**config.mk**
```make
export PLATFORM = sky130hd
export DESIGN_NAME = pixel_array_ctrl
export DESIGN_NICKNAME = d
export VERILOG_FILES = /design/src/rtl/pixel_array_ctrl_pkg.sv /design/src/rtl/pixel_array_ctrl_counter.sv /design/src/rtl/pixel_array_ctrl.sv
export SDC_FILE = /design/constraint.sdc
export NUM_CORES = 1
export LEC_CHECK = 0
export CAP_MARGIN = 15
export CELL_PAD_IN_SITES_DETAIL_PLACEMENT = 1
export CELL_PAD_IN_SITES_GLOBAL_PLACEMENT = 1
export CORE_MARGIN = 10
export CORE_UTILIZATION = 35
export DETAILED_ROUTE_END_ITERATION = 8
export GPL_TIMING_DRIVEN = 1
export PLACE_DENSITY_LB_ADDON = 0.1
export SYNTH_ARGS = -nofsm -noshare
export SYNTH_HDL_FRONTEND = slang
export SYNTH_SLANG_ARGS = --single-unit
```
**constraint.sdc**
```tcl
create_clock -name clk -period 1.7 [get_ports clk]
set_clock_uncertainty 0.1 [all_clocks]
set_input_delay 0.34 -clock clk [delete_from_list [all_inputs] [get_ports clk]]
set_output_delay 0.34 -clock clk [all_outputs]
set_load 0.03 [all_outputs]
```
**src/rtl/pixel_array_ctrl_pkg.sv**
```systemverilog
// Shared types and defaults for the pixel array readout controller.
// The FSM state encoding is shared with the controller and any checker bound to it.
package pixel_ctrl_pkg;

    localparam int PIXEL_BITS_DEFAULT = 8;

    typedef enum logic [2:0] {
        IDLE,
        ERASE,
        EXPOSE,
        CONVERT,
        RD_SETTLE,
        RD_CAPTURE,
        STREAM,
        DONE
    } state_t;

endpackage

```
**src/rtl/pixel_array_ctrl_counter.sv**
```systemverilog
// Up-counter with asynchronous reset, synchronous clear (wins over enable) and count enable.
module pixel_array_ctrl_counter #(
    parameter int BITS = 8
) (
    input  logic            clk,
    input  logic            reset,
    input  logic            clear,
    input  logic            enable,
    output logic [BITS-1:0] count
);

    always_ff @(posedge clk or posedge reset) begin
        if (reset) begin
            count <= '0;
        end else if (clear) begin
            count <= '0;
        end else if (enable) begin
            count <= count + 1'b1;
        end
    end

endmodule

```
**src/rtl/pixel_array_ctrl.sv**
```systemverilog
// Frame sequencer for the pixel array: erase, expose, ramp conversion, then row-by-row
// capture and valid/ready streaming of each pixel sample.
module pixel_array_ctrl
    import pixel_ctrl_pkg::*;
#(
    parameter int PIXEL_BITS    = PIXEL_BITS_DEFAULT,
    parameter int ROWS          = 2,
    parameter int COLS          = 2,
    parameter int ERASE_CYCLES  = 5,
    parameter int EXPOSE_CYCLES = 255,
    localparam int ROW_BITS     = (ROWS > 1) ? $clog2(ROWS) : 1,
    localparam int COL_BITS     = (COLS > 1) ? $clog2(COLS) : 1
) (
    input  logic                       clk,
    input  logic                       reset,
    input  logic                       start_i,
    output logic                       erase_o,
    output logic                       expose_o,
    output logic                       ramp_o,
    output logic [PIXEL_BITS-1:0]      counter_o,
    output logic [ROWS-1:0]            read_o,
    input  logic [COLS*PIXEL_BITS-1:0] pix_data_i,
    output logic [PIXEL_BITS-1:0]      out_data_o,
    output logic [ROW_BITS-1:0]        out_row_o,
    output logic [COL_BITS-1:0]        out_col_o,
    output logic                       out_valid_o,
    input  logic                       out_ready_i,
    output logic                       busy_o,
    output logic                       frame_done_o,
    output state_t                     fsm_state
);

    // Handshake: a pixel transfers on a clock edge where out_valid_o and out_ready_i are
    // both high; while valid is high and ready low, data and indices stay unchanged.

    localparam int CONV_CYCLES = 2 << PIXEL_BITS;
    localparam int PHASE_MAX   = (ERASE_CYCLES > EXPOSE_CYCLES)
                               ? ((ERASE_CYCLES > CONV_CYCLES) ? ERASE_CYCLES : CONV_CYCLES)
                               : ((EXPOSE_CYCLES > CONV_CYCLES) ? EXPOSE_CYCLES : CONV_CYCLES);
    localparam int TIMER_BITS  = $clog2(PHASE_MAX + 1);

    state_t                  state;
    state_t                  state_next;
    logic [TIMER_BITS-1:0]   timer;
    logic [ROW_BITS-1:0]     row;
    logic [COL_BITS-1:0]     col;
    logic [PIXEL_BITS-1:0]   row_buf [COLS];
    logic                    xfer;
    logic                    col_last;
    logic                    row_last;
    logic                    conv_last;

    assign xfer      = out_valid_o & out_ready_i;
    assign col_last  = (col == COL_BITS'(COLS - 1));
    assign row_last  = (row == ROW_BITS'(ROWS - 1));
    assign conv_last = (timer == TIMER_BITS'(CONV_CYCLES - 1));

    always_ff @(posedge clk or posedge reset) begin
        if (reset) begin
            state <= IDLE;
        end else begin
            state <= state_next;
        end
    end

    always_comb begin
        state_next = state;
        case (state)
            IDLE:       if (start_i) state_next = ERASE;
            ERASE:      if (timer == TIMER_BITS'(ERASE_CYCLES - 1)) state_next = EXPOSE;
            EXPOSE:     if (timer == TIMER_BITS'(EXPOSE_CYCLES - 1)) state_next = CONVERT;
            CONVERT:    if (conv_last) state_next = RD_SETTLE;
            RD_SETTLE:  state_next = RD_CAPTURE;
            RD_CAPTURE: state_next = STREAM;
            STREAM:     if (xfer && col_last) state_next = row_last ? DONE : RD_SETTLE;
            DONE:       state_next = IDLE;
            default:    state_next = IDLE;
        endcase
    end

    // Phase timer restarts from 0 on every state change; its LSB doubles as the ramp.
    pixel_array_ctrl_counter #(.BITS(TIMER_BITS)) u_timer (
        .clk    (clk),
        .reset  (reset),
        .clear  (state_next != state),
        .enable (state != IDLE),
        .count  (timer)
    );

    // Conversion count steps after each ramp-high cycle and holds its final value until IDLE.
    pixel_array_ctrl_counter #(.BITS(PIXEL_BITS)) u_conv_count (
        .clk    (clk),
        .reset  (reset),
        .clear  (state_next == IDLE),
        .enable ((state == CONVERT) && timer[0] && !conv_last),
        .count  (counter_o)
    );

    pixel_array_ctrl_counter #(.BITS(ROW_BITS)) u_row (
        .clk    (clk),
        .reset  (reset),
        .clear  (state == IDLE),
        .enable (xfer && col_last && !row_last),
        .count  (row)
    );

    pixel_array_ctrl_counter #(.BITS(COL_BITS)) u_col (
        .clk    (clk),
        .reset  (reset),
        .clear  ((state == IDLE) || (xfer && col_last)),
        .enable (xfer),
        .count  (col)
    );

    always_ff @(posedge clk or posedge reset) begin
        if (reset) begin
            for (int c = 0; c < COLS; c++) row_buf[c] <= '0;
        end else if (state == RD_CAPTURE) begin
            for (int c = 0; c < COLS; c++) row_buf[c] <= pix_data_i[c*PIXEL_BITS +: PIXEL_BITS];
        end
    end

    assign erase_o      = (state == ERASE);
    assign expose_o     = (state == EXPOSE);
    assign ramp_o       = (state == CONVERT) && timer[0];
    assign read_o       = ((state == RD_SETTLE) || (state == RD_CAPTURE)) ? (ROWS'(1) << row) : '0;
    assign out_valid_o  = (state == STREAM);
    assign out_data_o   = out_valid_o ? row_buf[col] : '0;
    assign out_row_o    = out_valid_o ? row : '0;
    assign out_col_o    = out_valid_o ? col : '0;
    assign busy_o       = (state != IDLE);
    assign frame_done_o = (state == DONE);
    assign fsm_state    = state;

endmodule

```
======== Yosys cells after proc, flatten, opt, wreduce, memory -nomap -nowiden ========
Index checks and enable logic that the tools add are counted.
Widths: inputs -> output; s select.
storage, ports and cells
  input bits .............................. 20
  register bits after elaboration ......... 39
  output and inout bits ................... 29
cells by class
  bitwise operators ....................... 2
  mux-type cells .......................... 22
  shift-type cells ........................ 1
  eq/ne operators ......................... 11
  order comparisons ....................... 1
  reduce and logical (&&, ||, !) cells .... 15
  $add $sub $neg .......................... 4
operator list
  cell                   count
  $mux 8                 6
  $pmux 3 s8             1
  $mux 10                2
  $mux 3                 5
  $eq 3x3->1 const B     4
  $add 10x1->10 const B  1
  $eq 10x3->1 const B    1
  $eq 10x8->1 const B    1
  $eq 10x9->1 const B    1
  $add 8x1->8 const B    1
  $reduce_bool 2->1      4
  $eq 3x2->1 const B     2
  $logic_not 3->1        2
  $mux 1                 6
  $logic_and 1x1->1      4
  $mux 2                 2
  $eq 3x1->1 const B     1
  $ne 3x3->1             1
  $reduce_bool 3->1      1
  $add 1x1->1 const B    2
  $ge 2x2->1 const B     1
  $logic_not 1->1        2
  $logic_or 1x1->1       2
  $not 1->2              1
  2 further kinds        2

======== Depth between registers and ports, before layout ========
Gate-level depths: netlist of run 1.
  word-level depth ........................ 7
  mapped depth ............................ 8
  mapped depth without buffers ............ 7

======== By module ========
From an unflattened synthesis of run 1, not the netlist that was laid out.
second synthesis, totals
  cells, all modules ...................... 244
  area total of the unflattened synthesis .. 2134.5 um^2
by module, submodules not included
  module                                    instances  cells an instance  area each (um^2)  seq. area each (um^2)
  pixel_array_ctrl                          1          149                1158.6            475.5
  pixel_array_ctrl_counter at u_timer       1          49                 493.0             250.2
  pixel_array_ctrl_counter at u_conv_count  1          38                 400.4             200.2
  pixel_array_ctrl_counter at u_col ...     2          4                  41.3              25.0

======== Worst setup path after synthesis of run 1 ========
Ideal clock, no wire load.
  kind .................................... register to output
  from .................................... reg state[0], in the netlist fsm_state[0]
  to ...................................... out out_col_o
  slack ................................... -0.538 ns
  arrival time ............................ 1.798 ns
  stages on the path, launching flop included .. 6
  cell sequence ........................... dfrtp_1 buf_2 inv_1 nand3_1 inv_1 and2_1
between the ends
  word-level cells in the longest chain between the ends .. 2
RTL lines
  what                    line                     RTL
  start, declared         pixel_array_ctrl.sv:42   state_t state;
  start signal, assigned  pixel_array_ctrl.sv:62   state <= state_next;
  $eq 3x3->1              pixel_array_ctrl.sv:127  assign out_valid_o = (state == STREAM);
  via out_valid_o         pixel_array_ctrl.sv:26   output logic out_valid_o,
  $mux 1                  pixel_array_ctrl.sv:130  assign out_col_o = out_valid_o ? col : '0;
  end, declared           pixel_array_ctrl.sv:25   output logic [COL_BITS-1:0] out_col_o,
The timed path passes the listed nets, and every way through them passes these cells.

======== Worst setup path in the final report of run 1 ========
  from .................................... reg state[2], in the netlist fsm_state[2]
  to ...................................... reg u_conv_count.count[4]
between the ends
  word-level cells in the longest chain between the ends .. 7
RTL lines
  what                                         line                                             RTL
  $eq 3x3->1                                   pixel_array_ctrl.sv:68, pixel_array_ctrl.sv:127
  $and 1x1->1                                  pixel_array_ctrl.sv:53                           assign xfer = out_valid_o & out_ready_i;
  $logic_and 1x1->1                            pixel_array_ctrl.sv:75                           STREAM: if (xfer && col_last) state_next = row_last ? DONE : RD_SETTLE;
  $mux 3                                       pixel_array_ctrl.sv:75
  $pmux 3 s8                                   pixel_array_ctrl.sv:68                           case (state)
  $logic_not 3->1                              pixel_array_ctrl.sv:94                           .clear (state_next == IDLE),
  $mux 8 or $reduce_bool 2->1 (tied branches)  n/a
  end signal, assigned                         pixel_array_ctrl_counter.sv:18                   count <= count + 1'b1;
  end, declared                                pixel_array_ctrl_counter.sv:9                    output logic [BITS-1:0] count
Several ways; a longest one is shown, not always the timed one.
A chain may end at the register's enable or synchronous reset.

==> run summary, run 1 <==
Status - complete, but fails checks
Ant diodes - 0
Layout fillers - 628
TritonRoute pass-1 iters - 4
Core footprint - 0.006026 mm2
Leakage - 0.001649 uW
Clock sink count - 39
Final Hold Fails - 0
Mapped Nets - 235
Cell area power density - 498.0 mW/mm2
DP Area - 0.003183 mm2
Area leader, netlist - dfrtp_1
Rows - 28
R2R cell count - 7
DIE WIDTH - 99.39 um
Post-synthesis cell count - 211
Starting DRC count in detailed routing - 61
Flops & latches, synth - 39
Crit-path max FO - 8
Post-Syn Area - 0.002206 mm2
Final worst slack - -274.9 ps
Vias - 2006
Die ar. - 0.009878 mm2
Final period util - 116.2%
Number of max-cap violations - 0
Ys async rst share - 100.0%
Post-synth top area share - 44.24%
Area growth, synth to finish - 67.67%
Gpl congestion - 0.8228
Clock tree buffer depth - 2
Grt ovf - 0
Sequential-to-total area share from yosys stat - 44.24%
Layout Utilization - 61.38%
Largest net degree at the start of global routing - 40
Hold-fix buffers, CTS - 0
DRC - 0
Antenna Nets Post-Route - 0
Final Critical Period - 1975 ps
Pre-CTS setup slack - -418.8 ps
FMAX - 506.4 MHz
Synth Warn # - 0
Pins Over Slew Limit - 0
Setup TNS - -6389 ps
Finished Cell Area - 0.003699 mm2
Arr. time, crit path - 2060 ps
Die Ht - 99.39 um
Routed wire length - 6941 um
Register-to-register setup slack - -270 ps
DR WL/cell - 17.57 um
Worst Hold Class - in2async
Vias in the first global route - 2145
Final nets - 343
Total GRT Usage - 13.61%
Clk_lat worst skew - 290 ps
Top post-synthesis cells by area - dfrtp_1 (44%), mux2_2 (8.2%), mux2i_1 (4.1%), nor2_1 (4.1%), xor2_1 (4.0%)
Slew margin rel. - 78.31%
Crit path launch type - flop
Syn_area_per_cell - 10.45 um2
CP Capture Type - flop
Most frequent cell after synthesis - dfrtp_1
RSZ-0062 raised after global routing - true
Number of antenna violations at the first check in global routing - 0
Detailed-placement wirelength estimate - 4808 um
Total CTS buffers - 5
Reg2Reg Capture Point - u_conv_count.count[4]$_DFFE_PP0P_
Least-Margin Pin Slew - 322.4 ps
Netlist cell types - 45
Starting Density - 36.61%
Top cells by count, synth - dfrtp_1 (39), nor2_1 (24), nand2_1 (21)
CTS H-tree lvls - 2
Final setup fails - 37
Root buffer cell - clkbuf_8
Post-synth top flop - dfrtp_1
First-pass GRT wire length - 10960 um
Reg2reg start - fsm_state[2]$_DFF_PP0_
TritonCTS clock tree - done
Kind of critical path - reg2reg
Proportion of layout cells with a drive suffix above 1 - 52.50%
Port-buffer cells - 48
Worst path required time - 1780 ps
Clock-pin slew on the worst setup and hold paths - 80 ps
Top Ports - 49
Number of synthesized flops with an enable pin - 0
Vias per inst - 5.078
Failing checks - negative setup slack
Maximum vdd drop - 0.4969 mV
[per-stage QoR]
stage / hold WS, ps / power, uW / cells
global placement: 388.6 / 1070 / 374
CTS: 305.2 / 1865 / 393
floorplan: 378.7 / 1009 / 211
finish: 292.7 / 1842 / 395
detailed placement: 393.0 / 1073 / 374
global route: 322.7 / 1921 / 395
[worst max-delay path, cell delays in order (launching register included)]
cell and delay, ps:
dfrtp_2 460, buf_6 160, nand4b_1 200, buf_4 170
a31oi_4 280, nand4_1 210, xor2_2 230, nor2_2 50
[state kept, by name, indices dropped and copies added, names as in the netlist]
signal              count
row_buf                16
u_timer.count          10
u_col.count             1
u_conv_count.count      8
fsm_state               3
u_row.count             1
[worst max-delay path by stage]
stage / start / endpoint / cells after the start
after floorplan: fsm_state[1]$_DFF_PP0_ / u_conv_count.count[0]$_DFFE_PP0P_ / 8
after global placement: out_ready_i / u_conv_count.count[7]$_DFFE_PP0P_ / 7
after detailed placement: out_ready_i / u_conv_count.count[5]$_DFFE_PP0P_ / 7
after CTS: u_timer.count[1]$_DFFE_PP0P_ / u_conv_count.count[5]$_DFFE_PP0P_ / 7
after global routing: fsm_state[2]$_DFF_PP0_ / u_conv_count.count[4]$_DFFE_PP0P_ / 7
final: fsm_state[2]$_DFF_PP0_ / u_conv_count.count[4]$_DFFE_PP0P_ / 7
[kinds of logic (layout without fill, tap and decap cells)]
family          after synthesis  after routing  share of synthesized area, %
simple gates                 94             94                         24.05
fa+ha+maj                     4              4                         2.269
xor+xnor                     17             17                         6.750
compound gates               15             15                         6.353
mux                          25             25                         12.25
buf+inv                      17            126                         4.084
flops                        39             39                         44.24
[report_power, final]
part | switching (uW) | leakage (uW) | internal [uW]
logic | 39.5 | 0.00113 | 66.6
registers | 14.1 | 0.000462 | 946
clock network | 339 | 0.0000581 | 437
total | 392 | 0.00165 | 1450
[cell type report]
class	count	area (um2)	area share (%)
repair buffers	110	1074	29.03
well taps	75	93.84	2.537
inverters	8	40.04	1.083
clock inverters	3	43.79	1.184
multi-input cells	155	1399	37.82
flip-flops and latches	39	979.7	26.49
clock buffers	5	68.82	1.861
[cell usage in the layout, fill, tap and decap left out, types with 4 or more instances in the layout]
cell type / n
xnor2_1: 7
clkbuf_8: 5
nor2_2: 8
xor2_1: 9
dlygate4sd2_1: 8
nor2_4: 9
nor3b_2: 4
nand4_1: 9
mux2i_2: 7
buf_6: 27
buf_12: 7
nor2_1: 15
dfrtp_1: 36
ha_1: 4
nand2_1: 21
mux2_2: 16
clkdlybuf4s50_1: 19
buf_4: 47
[routing by layer]
layer	up-vias	track usage, %	routed length, um
li1	950	-	-
met1	1007	15.84	2866
met2	39	23.90	3656
met3	10	3.875	296
met4	0	3.418	122
met5	-	0	0
[what timing repair did]
| item | CTS | global route |
|---|---|---|
| gates resized for setup | 71 | 8 |
| setup endpoints to repair | 44 | 38 |
| pin swaps | 17 | 5 |
| cloned | 1 | 0 |
| buffers inserted | 10 | 2 |
Note: power is estimated with default switching activity, not from simulation.
==> inputs of run 2 (changes only) <==
--- a/config.mk
+++ b/config.mk
@@ -5,7 +5,6 @@
 export SDC_FILE = /design/constraint.sdc
 export NUM_CORES = 1
 export LEC_CHECK = 0
-export CAP_MARGIN = 15
 export CELL_PAD_IN_SITES_DETAIL_PLACEMENT = 1
 export CELL_PAD_IN_SITES_GLOBAL_PLACEMENT = 1
 export CORE_MARGIN = 10
@@ -13,6 +12,7 @@
 export DETAILED_ROUTE_END_ITERATION = 8
 export GPL_TIMING_DRIVEN = 1
 export PLACE_DENSITY_LB_ADDON = 0.1
+export REMOVE_ABC_BUFFERS = 1
 export SYNTH_ARGS = -nofsm -noshare
 export SYNTH_HDL_FRONTEND = slang
 export SYNTH_SLANG_ARGS = --single-unit
==> run summary, run 2 (synthesized netlist as in run 1, its figures left out) <==
Multi-input logic area - 0.001296 mm2 (-7.3%)
Grt ovf - 0 (unchanged)
Vias in the first global route - 2156 (+0.51%)
Starting DRC count in detailed routing - 37 (-39%)
TritonCTS clock tree - done
Switch Pwr - 387.8 uW (-1.1%)
Hold-fix buffers, CTS - 0 (unchanged)
Worst path required time - 1770 ps (about the same)
Sequential share of power - 52.2% (about the same)
Comb power frac - 5.5% (-0.3 points)
First-pass GRT wire length - 10710 um (-2.3%)
TritonRoute pass-1 iters - 4 (unchanged)
Vias per inst - 4.949 (-2.6%)
Leakage - 0.001618 uW (-1.9%)
Top Ports - 49 (unchanged)
Crit path max-delay family - simple AND/OR/NAND/NOR gates
Die Ht - 99.39 um (unchanged)
DR WL/cell - 17.03 um (-3.1%)
Port-buffer cells - 48 (unchanged)
Largest net degree at the start of global routing - 40 (unchanged)
Crit-path max FO - 8 (unchanged)
Clock sink count - 39 (unchanged)
Number of max-cap violations - 0 (unchanged)
Detailed-placement wirelength estimate - 4693 um (-2.4%)
Commonest non-fill, non-tap cell in the layout - buf_4
DRC - 0 (unchanged)
Failing checks - negative setup slack
Storage cell area - 982.2 um2 (+0.26%)
Number of antenna violations at the first check in global routing - 0 (unchanged)
Antenna Nets Post-Route - 0 (unchanged)
Finished Cell Area - 0.003563 mm2 (-3.7%)
Rows - 28 (unchanged)
Setup TNS - -5370 ps (+1020 ps)
Total GRT Usage - 13.10% (-0.51 points)
Hold slack - 304.4 ps (+11.70 ps)
Least-Margin Pin Slew - 437.0 ps (+114.6 ps)
Final period util - 112.8% (-3.3 points)
Layout Utilization - 59.14% (-2.2 points)
Sw Ratio - 21.15% (-0.14 points)
Area growth, synth to finish - 61.54%
Root buffer cell - clkbuf_8
Internal power - 1446 uW (-0.29%)
Routed wire length - 6676 um (-3.8%)
RSZ-0062 raised after global routing - true
Layout fillers - 663 (+5.6%)
Status - complete, but fails checks
Kind of critical path - reg2reg
Cell area power density - 514.5 mW/mm2 (+3.3%)
Maximum vdd drop - 0.3888 mV (-22%)
Regs by FF count - row_buf x16, u_timer.count x10, u_conv_count.count x8
CP bufs+invs - 1 (-1)
Final nets - 340 (-0.87%)
Total CTS buffers - 5 (unchanged)
Final Critical Period - 1918 ps (-56.51 ps)
Gpl congestion - 0.8007 (-2.7%)
FMAX - 521.3 MHz (+2.9%)
Clk_lat worst skew - 290 ps (about the same)
Arr. time, crit path - 1990 ps (-70 ps)
Final setup fails - 34 (-8.1%)
CP max stage delay - 400 ps (-60 ps)
Pins Over Slew Limit - 0 (unchanged)
Final Hold Fails - 0 (unchanged)
Vias - 1940 (-3.3%)
Slew margin rel. - 70.84% (-7.5 points)
Core footprint - 0.006026 mm2 (unchanged)
Slowest stage cell, crit path - dfrtp_1
Final worst slack - -218.3 ps (+56.51 ps)
Worst-path cell chain - ha_2, and4b_2, a211o_1, o311ai_1, nor4bb_2, buf_4, nor2_2
CTS H-tree lvls - 2 (unchanged)
Die ar. - 0.009878 mm2 (unchanged)
Clock tree buffer depth - 2 (unchanged)
DIE WIDTH - 99.39 um (unchanged)
Proportion of layout cells with a drive suffix above 1 - 48.90% (-3.6 points)
Largest register FFs - 16 (unchanged)
Starting Density - 36.61% (unchanged)
Ant diodes - 0 (unchanged)
Clock share of power - 42.3% (+0.2 points)
Clock-pin slew on the worst setup and hold paths - 80 ps (about the same)
CP Capture Type - flop
Worst Hold Class - in2async
Most frequent cells in the layout - buf_4 (45), dfrtp_1 (34), buf_6 (28)
Crit path launch type - flop
DP Area - 0.003079 mm2 (-3.3%)
Reg with most FFs - row_buf
run 2: changes by cell type in the layout (fill, tap and decap cells not counted), moves of 2 or more:
cell	previous run	this run
mux2i_1	1	8
mux2i_2	7	1
buf_12	7	5
buf_4	47	45
dfrtp_1	36	34
dfrtp_2	3	5
o311ai_1	0	2
o311ai_4	2	0
run 2: cell type report:
| class | instances | area share (%) |
|---|---|---|
| clock buffers | 5 | 1.931 |
| clock inverters | 3 | 1.229 |
| inverters | 8 | 0.9831 |
| multi-input cells | 155 | 36.38 |
| flip-flops and latches | 39 | 27.56 |
| well taps | 75 | 2.633 |
| repair buffers | 107 | 29.28 |
run 2: tightest hold or removal path: stages:
cell and delay (ps):
clkdlybuf4s50_1 390, inv_1 90, buf_12 230
run 2: final timing paths:
| check | from | end | slack [ps] | cells after the start |
|---|---|---|---|---|
| setup reg to reg | u_timer.count[0]$_DFFE_PP0P_ | u_conv_count.count[3]$_DFFE_PP0P_ | -220 | 7 |
| min in group clk | row_buf[3]$_DFFE_PP0P_ | row_buf[3]$_DFFE_PP0P_ | 420 | 1 |
| setup / recovery | u_timer.count[0]$_DFFE_PP0P_ | u_conv_count.count[3]$_DFFE_PP0P_ | -220 | 7 |
| max in group asynchronous | reset | u_timer.count[3]$_DFFE_PP0P_ | 980 | 3 |
| hold / removal | reset | row_buf[8]$_DFFE_PP0P_ | 300 | 3 |
| hold reg to reg | row_buf[3]$_DFFE_PP0P_ | row_buf[3]$_DFFE_PP0P_ | 420 | 1 |
run 2: per-stage QoR:
step                      power [uW]  worst slack, ps  std cells
final                           1833           -218.3        392
after global routing            1926           -348.5        392
after CTS                       1866           -243.5        388
after detailed placement        1072           -336.8        372
after global placement          1068           -325.0        372
after floorplan                 1007            -1209        202
run 2: power groups by stage:
stage	clock network [uW]	registers, uW	logic [uW]
4_1_cts	806	956	103
5_1_grt	856	959	111
6_report	776	956	101
3_3_place_gp	0	973	94.6
3_5_place_dp	0	974	97.3
2_1_floorplan	0	971	35.9
run 2: per-layer routing:
metal,GRT usage [%],share of wire (%)
met1,14.78,40
met2,23.95,55
met3,3.529,3.7
met4,2.756,1.0
met5,0,0
run 2: timing repair:
| item | 4_1_cts | 5_1_grt |
|---|---|---|
| endpoints found under the setup margin | 44 | 54 |
| pin swaps | 15 | 3 |
| resized for setup | 81 | 11 |
| gates cloned | 0 | 1 |
| buffers inserted | 8 | 3 |
